### src/rtl/ram_loader.sv
// ram_loader: boot-time program loader.
// Receives a little-endian byte stream (16-bit word count, then 4*N data
// bytes) over valid/ready and writes it as whole 32-bit words into the
// RAM write port, holding the core in reset until the image is complete.
module ram_loader #(
  parameter int ADDR_W    = 14,
  parameter int BASE_WORD = 0
) (
  input  logic        clk,
  input  logic        resetb,
  input  logic        in_valid,
  input  logic [7:0]  in_data,
  output logic        in_ready,
  input  logic        start,
  output logic [31:2] ram_addr,
  output logic [3:0]  ram_wstrb,
  output logic [31:0] ram_wdata,
  output logic        core_hold,
  output logic        done
);

  // Only the implemented address bits of the base take part in addressing.
  localparam logic [ADDR_W-1:0] BASE_A = ADDR_W'(BASE_WORD);

  typedef enum logic [2:0] {
    S_LEN_LO = 3'd0,
    S_LEN_HI = 3'd1,
    S_DATA   = 3'd2,
    S_WRITE  = 3'd3,
    S_DONE   = 3'd4
  } state_t;

  state_t              state_q;
  logic [15:0]         count_q;
  logic [1:0]          lane_q;
  logic [ADDR_W-1:0]   addr_q;
  logic [31:0]         wdata_q;

  // Place one stream byte into its little-endian lane of the word.
  function automatic logic [31:0] put_lane(input logic [31:0] word,
                                           input logic [1:0]  lane,
                                           input logic [7:0]  b);
    logic [31:0] r;
    r = word;
    case (lane)
      2'd0:    r[7:0]   = b;
      2'd1:    r[15:8]  = b;
      2'd2:    r[23:16] = b;
      default: r[31:24] = b;
    endcase
    return r;
  endfunction

  // Next word address; wraps naturally modulo 2^ADDR_W.
  function automatic logic [ADDR_W-1:0] next_addr(input logic [ADDR_W-1:0] a);
    return a + ADDR_W'(1);
  endfunction

  // Control FSM: length capture, byte-lane assembly, write issue, completion.
  always_ff @(posedge clk or posedge resetb) begin
    if (resetb) begin
      state_q <= S_LEN_LO;
      count_q <= '0;
      lane_q  <= '0;
    end else begin
      unique case (state_q)
        S_LEN_LO: begin
          if (in_valid) begin
            count_q[7:0] <= in_data;
            state_q      <= S_LEN_HI;
          end
        end
        S_LEN_HI: begin
          if (in_valid) begin
            count_q[15:8] <= in_data;
            lane_q        <= 2'd0;
            // An empty image finishes immediately without touching the RAM.
            if ({in_data, count_q[7:0]} == 16'd0) begin
              state_q <= S_DONE;
            end else begin
              state_q <= S_DATA;
            end
          end
        end
        S_DATA: begin
          if (in_valid) begin
            lane_q <= lane_q + 2'd1;
            if (lane_q == 2'd3) begin
              state_q <= S_WRITE;
            end
          end
        end
        S_WRITE: begin
          count_q <= count_q - 16'd1;
          lane_q  <= 2'd0;
          if (count_q == 16'd1) begin
            state_q <= S_DONE;
          end else begin
            state_q <= S_DATA;
          end
        end
        S_DONE: begin
          // A new load is only accepted once the previous one has finished.
          if (start) begin
            state_q <= S_LEN_LO;
          end
        end
        default: begin
          state_q <= S_LEN_LO;
        end
      endcase
    end
  end

  // Write datapath: assemble data bytes and step the word address per write.
  always_ff @(posedge clk or posedge resetb) begin
    if (resetb) begin
      addr_q  <= BASE_A;
      wdata_q <= '0;
    end else begin
      if (state_q == S_DATA && in_valid) begin
        wdata_q <= put_lane(wdata_q, lane_q, in_data);
      end
      if (state_q == S_WRITE) begin
        addr_q <= next_addr(addr_q);
      end else if (state_q == S_DONE && start) begin
        addr_q <= BASE_A;
      end
    end
  end

  // Handshake and status outputs depend on the state register alone.
  assign in_ready  = (state_q == S_LEN_LO) || (state_q == S_LEN_HI) ||
                     (state_q == S_DATA);
  assign ram_wstrb = {4{state_q == S_WRITE}};
  assign done      = (state_q == S_DONE);
  assign core_hold = (state_q != S_DONE);
  assign ram_addr  = 30'(addr_q);
  assign ram_wdata = wdata_q;

endmodule

### config.mk
export PLATFORM = sky130hd
export DESIGN_NAME = ram_loader
export DESIGN_NICKNAME = d
export VERILOG_FILES = /design/src/rtl/ram_loader.sv
export SDC_FILE = /design/constraint.sdc
export NUM_CORES = 1
export LEC_CHECK = 0
export BUFFER_PORTS_ARGS = -buffer_cell sky130_fd_sc_hd__buf_2
export CAP_MARGIN = 15
export CORE_ASPECT_RATIO = 1.75
export CORE_UTILIZATION = 45
export DETAILED_ROUTE_END_ITERATION = 10
export HOLD_SLACK_MARGIN = 0.08
export MAX_ROUTING_LAYER = met4
export PLACE_DENSITY = 0.69
export REMOVE_ABC_BUFFERS = 1
export SLEW_MARGIN = 30
export SYNTH_ARGS = -nofsm -noshare
export SYNTH_HDL_FRONTEND = slang
export SYNTH_SLANG_ARGS = --single-unit
### constraint.sdc
create_clock -name clk -period 5.64 [get_ports clk]
set_input_delay 0.564 -clock clk [delete_from_list [all_inputs] [get_ports clk]]
set_output_delay 0.564 -clock clk [all_outputs]
set_load 0.01 [all_outputs]
# --- After elaboration in Yosys (flattened, before gate mapping) ---
# Index checks and enable logic that the tools add are counted.
# Widths: inputs -> output; s select.
totals:
  regBits: 67
  latchBits: 0
  ramBits: 0
  rom_bits: 0
  input_bits: 12
  word_cells: 63
  n_memories: 0
op_classes:
  n_addsub: 3
  multipliers: 0
  n_div: 0
  order_cmp: 0
  eq_ne: 14
  shifts: 0
  n_mux: 16
  bitwise: 1
  n_reduce_logical: 20
op_table:
  columns: ["op", "count"]
  rows:
  - ["$pmux 8 s2", 2]
  - ["$mux 14", 2]
  - ["$mux 3", 7]
  - ["$eq 16x1->1 const B", 1]
  - ["$logic_not 16->1", 1]
  - ["$sub 16x1->16 const B", 1]
  - ["$pmux 3 s5", 1]
  - ["$add 14x1->14 const B", 1]
  - ["$reduce_and 2->1", 6]
  - ["$ne 2x2->1 const B", 5]
  - ["$mux 8", 1]
  - ["$eq 3x2->1 const B", 2]
  - ["$pmux 2 s3", 1]
  - ["$reduce_bool 2->1", 3]
  - ["$reduce_and 5->1", 1]
  - ["$eq 2x2->1 const B", 2]
  - ["$mux 2", 2]
  - ["$eq 3x1->1 const B", 1]
  - ["$eq 3x3->1 const B", 1]
  - ["$logic_not 3->1", 1]
  - ["$ne 3x3->1 const B", 1]
  - ["$reduce_and 3->1", 1]
  - ["$reduce_bool 3->1", 1]
  - ["$reduce_or 3->1", 1]
  - ["other kinds (6)", 8]

# --- Depth between registers and ports, before layout ---
# Gate-level depths: netlist (run 1).
logic_depth:
  word_depth: 4
  ltp_mapped: 6
  mapped_depth_nobuf: 6

# --- Least setup slack after synthesis (run 1) ---
# Ideal clock, no wire load.
synth_path:
  path_kind: "reg-to-output"
  from: "register state_q[2]"
  to: "output ram_wstrb[1]"
  arrival_ps: 1275
  path_slack_ps: 3801
  stages_incl_launch_ff: 5
  path_cell_list: "dfrtp_1 > nand3b_1 > inv_1 > clkbuf_1 > buf_4"
synth_via:
  elab_chain_len: 1
synth_rtl:
  columns: ["element", "line_no", "rtl"]
  rows:
  - ["start, declared", "33", "state_t state_q;"]
  - ["start signal, assigned", "62", "state_q <= S_LEN_LO;"]
  - ["start signal, assigned", "70", "state_q <= S_LEN_HI;"]
  - ["start signal, assigned", "79", "state_q <= S_DONE;"]
  - ["$eq 3x2->1", "135", "assign ram_wstrb = {4{state_q == S_WRITE}};"]
  - ["end, declared", "16", "output logic [3:0] ram_wstrb,"]
# Every way passes these cells.

# --- Worst setup path in the final report (run 1) ---
layout_path:
  from: "register state_q[0]"
  to: "output ram_wstrb[3]"
# Same word-level chain as after synthesis.

==> flow_metrics.py, run 1 <==
metrics = {
    "timing": {
        "period_share": 0.481,
        "relSlewSlack": 0.437,
        "fin_crit_ps": 2710,
        "finalHoldViolations": 0,
        "timing.fmax_mhz": 368,
        "fin_setup_tns_ps": 0,
        "rsz0062_at_grt": "no",
        "hold_ws_ps": 472,
        "slew_violations": 0,
        "fin_skew_ps": 4.73,
        "max_slew.worst_pin.slew_ps": 844,
        "setup_violations": 0,
    },
    "clocking": {
        "cts_hold_buf": 0,
        "clock-sinks": 67,
        "cts_buffers": 9,
        "clock_path_buffers": 2,
        "cts_htree_levels": 3,
        "cts_tree": "done",
        "clkTransAtPathRegs_ps": 50,
        "cts_resized": 0,
        "clock-root-buffer": "clkbuf_16",
        "clock_latency_ps": 330,
        "post_cts_buffers": 0,
    },
    "global_route": {
        "grt_pass1_wl_um": 13200,
        "grt_pass1_vias": 2695,
        "grtUsageTotal": 0.239,
        "globalRouteOverflowTotal": 0,
        "antenna_found_initial": 0,
        "grt_max_degree": 68,
    },
    "job": {
        "maxCapViolations": 0,
    },
    "layout": {
        "antennaDiodeCount": 0,
        "final_common_cell": "dfrtp_1",
        "syn_to_final_growth_pct": 20.5,
        "layout.nets": 397,
        "final_layout_size_suffix_gt1_frac": 0.316,
        "layout_common_cells": "67 x dfrtp_1, 64 x buf_2, 35 x nand2_1, 33 x mux2_2, 16 x conb_1",
        "fill_cells": 644,
        "finalNonFillerCells": 469,
    },
    "synthesis": {
        "syn-instance-count": 316,
        "async_reset_ff_frac": 1.00,
        "yosysTopAreaCellShare": 0.501,
        "syn-cell-area_um2": 3350,
        "ys_seq_area_frac": 0.501,
        "ys.flop_type": "dfrtp_1",
        "ys_seq_elements": 67,
        "synthTopCellsByArea": "dfrtp_1 50%, mux2_2 11%, buf_4 4.3%",
        "ys_warn_count": 0,
        "synth-edff-count": 0,
        "syn-mean-instance-area_um2": 10.6,
        "synth_area_leader_cell": "dfrtp_1",
        "yosysUniqueCellTypes": 42,
    },
    "worst_setup_path": {
        "rr_endpoint": "count_q[14]$_DFFE_PP0P_",
        "endpoint_kind": "output port",
        "crit_end": "ram_wstrb[3]",
        "critical_path_class": "reg2out",
        "r2r_slack_ps": 3120,
        "required_ps": 5080,
        "startpoint_type": "flop",
        "arrival_ps": 2150,
        "crit_fanout": 26,
        "rr_worst_depth": 6,
        "startpoint": "state_q[0]$_DFFE_PP0P_",
        "r2r_start": "state_q[0]$_DFFE_PP0P_",
    },
    "detailed_routing": {
        "routed-via-count": 2655,
        "drt-initial-drc-count": 56,
        "vias_per_cell": 5.66,
        "drcViolationCount": 0,
        "postRouteWirelength_um": 7790,
        "antenna_left": 0,
        "wl_per_cell_um": 16.6,
        "drt_pass1_iterations": 4,
    },
    "power": {
        "peakVddDrop_mv": 0.396,
        "powerDensity_nw_per_um2": 566,
        "p_sw_mw": 0.778,
        "p_sw_frac": 0.341,
        "p_int_mw": 1.51,
        "power_leakage_nw": 1.89,
        "clock_power_share": 0.292,
        "comb_power_share": 0.325,
        "pwr-share-seq": 0.383,
        "fin_total_pwr_mw": 2.28,
    },
    "place": {
        "place_inst": 453,
        "port_buffers": 64,
        "hpwl_um": 5450,
        "gp_congestion": 0.897,
    },
    "die": {
        "die_area_um2": 7800,
        "die_h_um": 116,
        "fp-row-count": 41,
        "die_x_um": 67.2,
        "ioPinCount": 81,
        "initial_utilization": 0.466,
        "coreArea_um2": 7180,
    },
    "run_status": {
        "status": "complete, no violations",
    },
    "min_path": {
        "min_path_type": "in2async",
    },
}
==> metal layers <==
metal | track usage | up-vias | share of wire
met5 | - | - | 0
met4 | 0.113 | 0 | 0.029
met3 | 0.0541 | 20 | 0.045
met2 | 0.399 | 90 | 0.53
met1 | 0.261 | 1298 | 0.40
li1 | - | 1247 | -
==> cell families after synthesis <==
kind of cell             Yosys count  synth area share
adder cells (fa/ha/maj)            7            0.0262
buffers and inverters             41            0.0677
other                              1           0.00112
XOR/XNOR                           2           0.00523
AO/OA/AOI/OAI                     51            0.0961
AND/OR/NAND/NOR                  108             0.174
multiplexers                      39             0.129
flip-flops                        67             0.501
==> stage by stage <==
stage / util / setup WS, ps / area [um2]
floorplan: - / 3280 / 3210
global placement: 0.510 / 3260 / 3660
detailed placement: 0.511 / 3210 / 3670
CTS: 0.561 / 2930 / 4030
global route: 0.561 / 2770 / 4030
finish: 0.561 / 2930 / 4030
==> power by group through the flow <==
stage | logic (mW) | registers [mW] | clock network (mW)
5_1_grt | 0.830 | 0.909 | 0.701
3_3_place_gp | 0.723 | 0.861 | 0
4_1_cts | 0.750 | 0.871 | 0.676
3_5_place_dp | 0.744 | 0.874 | 0
6_report | 0.742 | 0.874 | 0.667
2_1_floorplan | 0.408 | 0.907 | 0
==> registers in the layout, summed over array words and instances (netlist names) <==
signal     cells
count_q       16
ram_wdata     32
state_q        3
lane_q         2
addr_q        14
==> worst min path at each step <==
stage | start | to
after detailed placement | addr_q[13]$_DFFE_PP0P_ | addr_q[13]$_DFFE_PP0P_
after floorplan | count_q[12]$_DFFE_PP0P_ | count_q[12]$_DFFE_PP0P_
after CTS | addr_q[13]$_DFFE_PP0P_ | addr_q[13]$_DFFE_PP0P_
after global placement | addr_q[13]$_DFFE_PP0P_ | addr_q[13]$_DFFE_PP0P_
after global routing | addr_q[13]$_DFFE_PP0P_ | addr_q[13]$_DFFE_PP0P_
final | resetb | state_q[1]$_DFFE_PP0P_
==> cells in the mapped netlist (all sizes together) (4+ instances only) <==
library cell  number
o21ai             15
dfrtp             67
a21oi             12
or4                4
nand4              7
nor3               6
nor2              14
nor4               4
mux2i              6
o211ai             7
buf               20
nand2             35
clkbuf            11
ha                 7
nand3             15
mux2              33
inv               10
==> worst max-delay path: stages, from the launching register on <==
cell      delay [ps]
dfrtp_1          580
nand3b_1         120
buf_4            230
inv_1            620
buf_2            260
==> layout make-up <==
class                           instances  area [um2]  share of cell area
Multi-Input combinational cell        223        1510               0.374
Tap cell                               86         108              0.0267
Sequential cell                        67        1680               0.416
Clock buffer                           12         267              0.0661
Inverter                               10        37.5             0.00931
Timing Repair Buffer                   67         343              0.0850
Clock inverter                          4        95.1              0.0236
Note: power is estimated with default switching activity, not from simulation.
==> inputs of run 2 (changes only) <==
--- a/config.mk
+++ b/config.mk
@@ -5,6 +5,7 @@
 export SDC_FILE = /design/constraint.sdc
 export NUM_CORES = 1
 export LEC_CHECK = 0
+export ABC_AREA = 1
 export BUFFER_PORTS_ARGS = -buffer_cell sky130_fd_sc_hd__buf_2
 export CAP_MARGIN = 15
 export CORE_ASPECT_RATIO = 1.75
@@ -12,7 +13,7 @@
 export DETAILED_ROUTE_END_ITERATION = 10
 export HOLD_SLACK_MARGIN = 0.08
 export MAX_ROUTING_LAYER = met4
-export PLACE_DENSITY = 0.69
+export PLACE_DENSITY = 0.71
 export REMOVE_ABC_BUFFERS = 1
 export SLEW_MARGIN = 30
 export SYNTH_ARGS = -nofsm -noshare
==> constraint.sdc (replaced) <==
create_clock -name clk -period 2.46 [get_ports clk]
set_input_delay 0.246 -clock clk [delete_from_list [all_inputs] [get_ports clk]]
set_output_delay 0.246 -clock clk [all_outputs]
set_load 0.01 [all_outputs]
==> flow_metrics.py, run 2 <==
metrics = {
    "synthesis": {
        "yosysTopAreaCellShare": 0.458,
        "yosysMostFrequentCell": "nand2_1",
        "syn-instance-count": 459,
        "synth_area_leader_cell": "dfrtp_1",
        "ys_warn_count": 0,
        "ys_seq_elements": 67,
        "synthTopCellsByArea": "dfrtp_1 46%, nand2_1 13%, inv_1 5.2%",
        "syn-cell-area_um2": 3660,
        "synth-edff-count": 0,
        "yosysUniqueCellTypes": 31,
        "ys_seq_area_frac": 0.458,
        "syn-mean-instance-area_um2": 7.97,
        "synthTopCellsByCount": "122 x nand2_1, 67 x dfrtp_1, 51 x inv_1, 40 x nor2_1, 33 x nand3_1",
        "ys.flop_type": "dfrtp_1",
        "async_reset_ff_frac": 1.00,
    },
    "clocking": {
        "clock_path_buffers": 2,
        "clock-root-buffer": "clkbuf_16",
        "cts_htree_levels": 3,
        "clock-sinks": 67,
        "cts_tree": "done",
        "clock_latency_ps": 330,
        "cts_buffers": 9,
        "post_cts_buffers": 0,
        "clkTransAtPathRegs_ps": 50,
    },
    "place": {
        "gp_congestion": 0.856,
        "port_buffers": 64,
        "hpwl_um": 6170,
    },
    "die": {
        "ioPinCount": 81,
        "die_h_um": 121,
        "fp-row-count": 43,
        "coreArea_um2": 7910,
        "die_x_um": 70.2,
        "die_area_um2": 8510,
        "initial_utilization": 0.463,
    },
    "timing": {
        "hold_ws_ps": 190,
        "timing.fmax_mhz": 511,
        "finalHoldViolations": 0,
        "slew_violations": 0,
        "rsz0062_at_grt": "no",
        "fin_skew_ps": 4.25,
        "fin_crit_ps": 1960,
        "period_share": 0.796,
        "fin_setup_tns_ps": 0,
        "setup_violations": 0,
    },
    "detailed_routing": {
        "drt-initial-drc-count": 185,
        "drcViolationCount": 0,
        "routed-via-count": 3160,
        "drt_pass1_iterations": 4,
        "wl_per_cell_um": 13.4,
        "antenna_left": 0,
        "vias_per_cell": 5.09,
        "postRouteWirelength_um": 8340,
    },
    "min_path": {
        "min_from": "in_data[1]",
        "min_path_type": "in2reg",
        "hold_end": "count_q[1]$_DFFE_PP0P_",
        "hold_depth": 3,
    },
    "power": {
        "p_sw_frac": 0.399,
        "powerDensity_nw_per_um2": 1240,
        "pwr-share-seq": 0.360,
        "p_int_mw": 3.19,
        "p_sw_mw": 2.12,
        "power_leakage_nw": 2.30,
        "clock_power_share": 0.245,
        "comb_power_share": 0.395,
        "peakVddDrop_mv": 0.568,
    },
    "worst_setup_path": {
        "startpoint": "state_q[1]$_DFFE_PP0P_",
        "endpoint_kind": "output port",
        "crit_slowest_cell": "dfrtp_1",
        "r2r_slack_ps": 800,
        "required_ps": 2210,
        "cp_top_family": "buffers and inverters",
        "rr_worst_depth": 6,
        "rr_endpoint": "addr_q[6]$_DFFE_PP0P_",
        "crit_fanout": 24,
        "path_cells": "nand2_2 > nor2_4 > buf_4 > buf_2",
        "startpoint_type": "flop",
        "r2r_start": "state_q[1]$_DFFE_PP0P_",
        "critPathBufInv": 2,
        "critical_path_class": "reg2out",
        "arrival_ps": 1710,
        "cpPeakStageDelay_ps": 490,
    },
    "layout": {
        "antennaDiodeCount": 0,
        "largest_reg_flops": 32,
        "final_common_cell": "nand2_1",
        "syn_to_final_growth_pct": 17.2,
        "final_layout_size_suffix_gt1_frac": 0.217,
        "layout_common_cells": "122 x nand2_1, 67 x dfrtp_1, 64 x buf_2, 50 x inv_1, 40 x nor2_1",
        "layout.nets": 545,
    },
    "job": {
        "maxCapViolations": 0,
    },
    "global_route": {
        "antenna_found_initial": 0,
        "grt_pass1_vias": 3026,
        "globalRouteOverflowTotal": 0,
        "grt_pass1_wl_um": 14000,
        "grtUsageTotal": 0.216,
        "grt_max_degree": 68,
    },
    "run_status": {
        "status": "complete, no violations",
    },
}
run 2: cell count changes in the layout (fill, tap and decap cells not counted), moves of 5 or more:
cell / delta
mux2_2: -33
nand3_1: +18
nand2_1: +87
nor2_1: +26
nand2_2: +7
inv_2: +5
inv_1: +41
mux2i_1: -6
o21ai_2: +8
o22ai_1: +7
nand2_4: +5
o21ai_1: +28
run 2: what timing repair did:
action                                 CTS  global route
endpoints found under the hold margin    0            24
hold buffers                             0             1
resized for setup                        0             0
run 2: worst max-delay path by stage:
stage,endpoint,slack [ps],cells past startpoint
5_1_grt,ram_wstrb[3],430,4
3_5_place_dp,addr_q[6]$_DFFE_PP0P_,830,6
3_3_place_gp,addr_q[6]$_DFFE_PP0P_,880,6
2_1_floorplan,addr_q[0]$_DFFE_PP0P_,530,1
6_report,ram_wstrb[2],500,4
4_1_cts,ram_wstrb[0],500,4
run 2: worst reg2reg max path: cells and delay by family (launching register included):
kind,cells,cell delay (ps)
DFF,1,490
AOI/OAI and AO/OA,1,150
and+or+nand+nor,3,560
buffers and inverters,2,370
run 2: through the flow:
step / util / instance area [um2] / power [mW] / cells / worst slack, ps
floorplan: - / 3510 / 3.33 / 447 / 531
global placement: 0.500 / 3950 / 3.95 / 603 / 878
detailed placement: 0.500 / 3950 / 4.02 / 603 / 827
CTS: 0.539 / 4260 / 5.35 / 619 / 496
global route: 0.542 / 4290 / 5.72 / 621 / 433
finish: 0.542 / 4290 / 5.32 / 621 / 502
run 2: cell type report:
cell class	count	area (um2)
clock buffers	13	260
clock inverters	3	46.3
fillers	730	3620
inverters	56	210
multi-input cells	324	1620
flip-flops and latches	67	1680
well taps	90	113
repair buffers	68	365
run 2: logic make-up after synthesis:
| logic type | after synthesis | synth area share |
|---|---|---|
| AOI/OAI and AO/OA | 76 | 0.123 |
| and+or+nand+nor | 221 | 0.269 |
| other | 1 | 0.00102 |
| buffers and inverters | 83 | 0.115 |
| adders and majority gates | 7 | 0.0239 |
| DFF | 67 | 0.458 |
| xor gates and xnor gates | 4 | 0.00957 |
run 2: metal layers:
metal  vias up  wire (um)  GRT usage
met5         -          0          -
met3        15        315     0.0432
met4         0        246      0.115
met2        90       4350      0.374
li1       1572          -          -
met1      1483       3420      0.230
run 2: power by group through the flow:
stage | logic (mW) | registers [mW] | clock network [mW]
6_report | 2.10 | 1.91 | 1.30
4_1_cts | 2.11 | 1.91 | 1.33
3_5_place_dp | 2.10 | 1.92 | 0
2_1_floorplan | 1.33 | 2.00 | 0
5_1_grt | 2.38 | 1.98 | 1.36
3_3_place_gp | 2.05 | 1.90 | 0
==> inputs of run 3 (changes only) <==
==> constraint.sdc (replaced) <==
create_clock -name clk -period 1.6 [get_ports clk]
set_input_delay 0.16 -clock clk [delete_from_list [all_inputs] [get_ports clk]]
set_output_delay 0.16 -clock clk [all_outputs]
set_load 0.01 [all_outputs]
==> flow_metrics.py, run 3 (synthesized netlist as in run 2, its figures left out) <==
metrics = {
    "timing": {
        "setup_violations": 0,
        "period_share": 0.943,
        "timing.fmax_mhz": 663,
        "slew_violations": 0,
        "fin_skew_ps": 8.08,
        "finalHoldViolations": 0,
        "fin_crit_ps": 1510,
    },
    "run_status": {
        "status": "complete, no violations",
    },
    "clocking": {
        "cts_buffers": 9,
        "clock-root-buffer": "clkbuf_16",
        "clock_path_buffers": 2,
        "clock_latency_ps": 330,
        "clkTransAtPathRegs_ps": 60,
        "clock-sinks": 67,
        "cts_tree": "done",
        "cts_htree_levels": 3,
    },
    "global_route": {
        "grt_max_degree": 28,
        "grt_pass1_vias": 3240,
        "antenna_found_initial": 0,
        "grt_pass1_wl_um": 14900,
        "globalRouteOverflowTotal": 0,
        "grtUsageTotal": 0.229,
    },
    "detailed_routing": {
        "drcViolationCount": 0,
        "drt-initial-drc-count": 146,
        "vias_per_cell": 5.21,
        "wl_per_cell_um": 13.9,
        "antenna_left": 0,
        "routed-via-count": 3286,
        "drt_pass1_iterations": 4,
        "postRouteWirelength_um": 8780,
    },
    "die": {
        "die_h_um": 121,
        "die_x_um": 70.2,
        "die_area_um2": 8510,
        "initial_utilization": 0.463,
        "ioPinCount": 81,
        "fp-row-count": 43,
        "coreArea_um2": 7910,
    },
    "layout": {
        "antennaDiodeCount": 0,
        "largest_reg_flops": 32,
        "layout.nets": 555,
        "fill_cells": 735,
        "finalNonFillerCells": 631,
        "final_common_cell": "nand2_1",
        "regArea_um2": 1680,
        "layout_common_cells": "121 x nand2_1, 64 x dfrtp_1, 64 x buf_2, 49 x inv_1, 37 x nor2_1",
        "postLayoutCellArea_um2": 4410,
        "syn_to_final_growth_pct": 20.6,
        "multi_input_area_um2": 1630,
        "final_layout_size_suffix_gt1_frac": 0.250,
    },
    "worst_setup_path": {
        "endpoint_kind": "output port",
        "required_ps": 1440,
        "critical_path_class": "reg2out",
        "startpoint_type": "flop",
        "arrival_ps": 1350,
        "crit_fanout": 12,
    },
    "place": {
        "placed_cell_area_um2": 4040,
        "hpwl_um": 6530,
        "gp_congestion": 0.903,
        "port_buffers": 64,
        "place_inst": 611,
    },
    "min_path": {
        "min_path_type": "in2reg",
    },
    "power": {
        "peakVddDrop_mv": 0.868,
        "power_leakage_nw": 2.36,
        "powerDensity_nw_per_um2": 1900,
    },
    "job": {
        "maxCapViolations": 0,
    },
}
-- run 3: path summary, 6_finish.rpt --
kind	endpoint	slack, ps	cells past startpoint	start
setup reg to reg	count_q[7]$_DFFE_PP0P_	110	5	state_q[2]$_DFFE_PP0P_
setup / recovery	ram_wstrb[3]	90	4	state_q[1]$_DFFE_PP0P_
max in group asynchronous	ram_wdata[28]$_DFFE_PP0P_	680	4	resetb
hold reg to reg	ram_wdata[24]$_DFFE_PP0P_	480	2	ram_wdata[24]$_DFFE_PP0P_
hold / removal	count_q[6]$_DFFE_PP0P_	130	3	in_data[6]
min in group asynchronous	ram_wdata[10]$_DFFE_PP0P_	410	3	resetb
-- run 3: where the power goes --
group	internal (mW)	switching (mW)	total [mW]
clock network	1.24	0.721	1.96
registers	2.40	0.546	2.95
logic	1.37	2.11	3.48
total	5.01	3.38	8.39
-- run 3: area by class of cell --
type	count	area share
sequential	67	0.381
tap	90	0.0255
timing repair buffer	78	0.109
clock buffer	11	0.0550
clock inverter	5	0.0119
multi-input combinational	324	0.370
inverter	56	0.0476
-- run 3: repair_timing --
action,CTS,global route
setup endpoints to repair,4,12
resized for setup,5,7
pin swaps,0,1
hold buffers,1,0
buffers inserted,1,1
cloned,0,1
endpoints found under the hold margin,18,0
-- run 3: critical path: stages, from the launching register on --
cell and delay [ps]:
dfrtp_2 440, nand2_2 110, nor2_4 190, buf_12 150
buf_2 130
-- run 3: per-stage QoR --
| stage | setup slack (ps) | hold WS (ps) | utilization | setup TNS (ps) | power [mW] |
|---|---|---|---|---|---|
| 2_1_floorplan | -269 | 287 | - | -20820 | 5.12 |
| 3_3_place_gp | 156 | 202 | 0.511 | 0 | 6.16 |
| 3_5_place_dp | 45.0 | 209 | 0.511 | 0 | 6.31 |
| 4_1_cts | 15.2 | 113 | 0.552 | 0 | 8.33 |
| 5_1_grt | -0.231 | 132 | 0.558 | -0.231 | 9.03 |
| 6_report | 91.3 | 129 | 0.558 | 0 | 8.39 |
-- run 3: metal layers --
layer | wire [um] | GRT usage | vias to the layer above | part of all wire
met2 | 4660 | 0.395 | 110 | 0.53
met1 | 3450 | 0.237 | 1548 | 0.39
met3 | 374 | 0.0432 | 22 | 0.043
li1 | - | - | 1606 | -
met5 | 0 | - | - | 0
met4 | 300 | 0.146 | 0 | 0.034
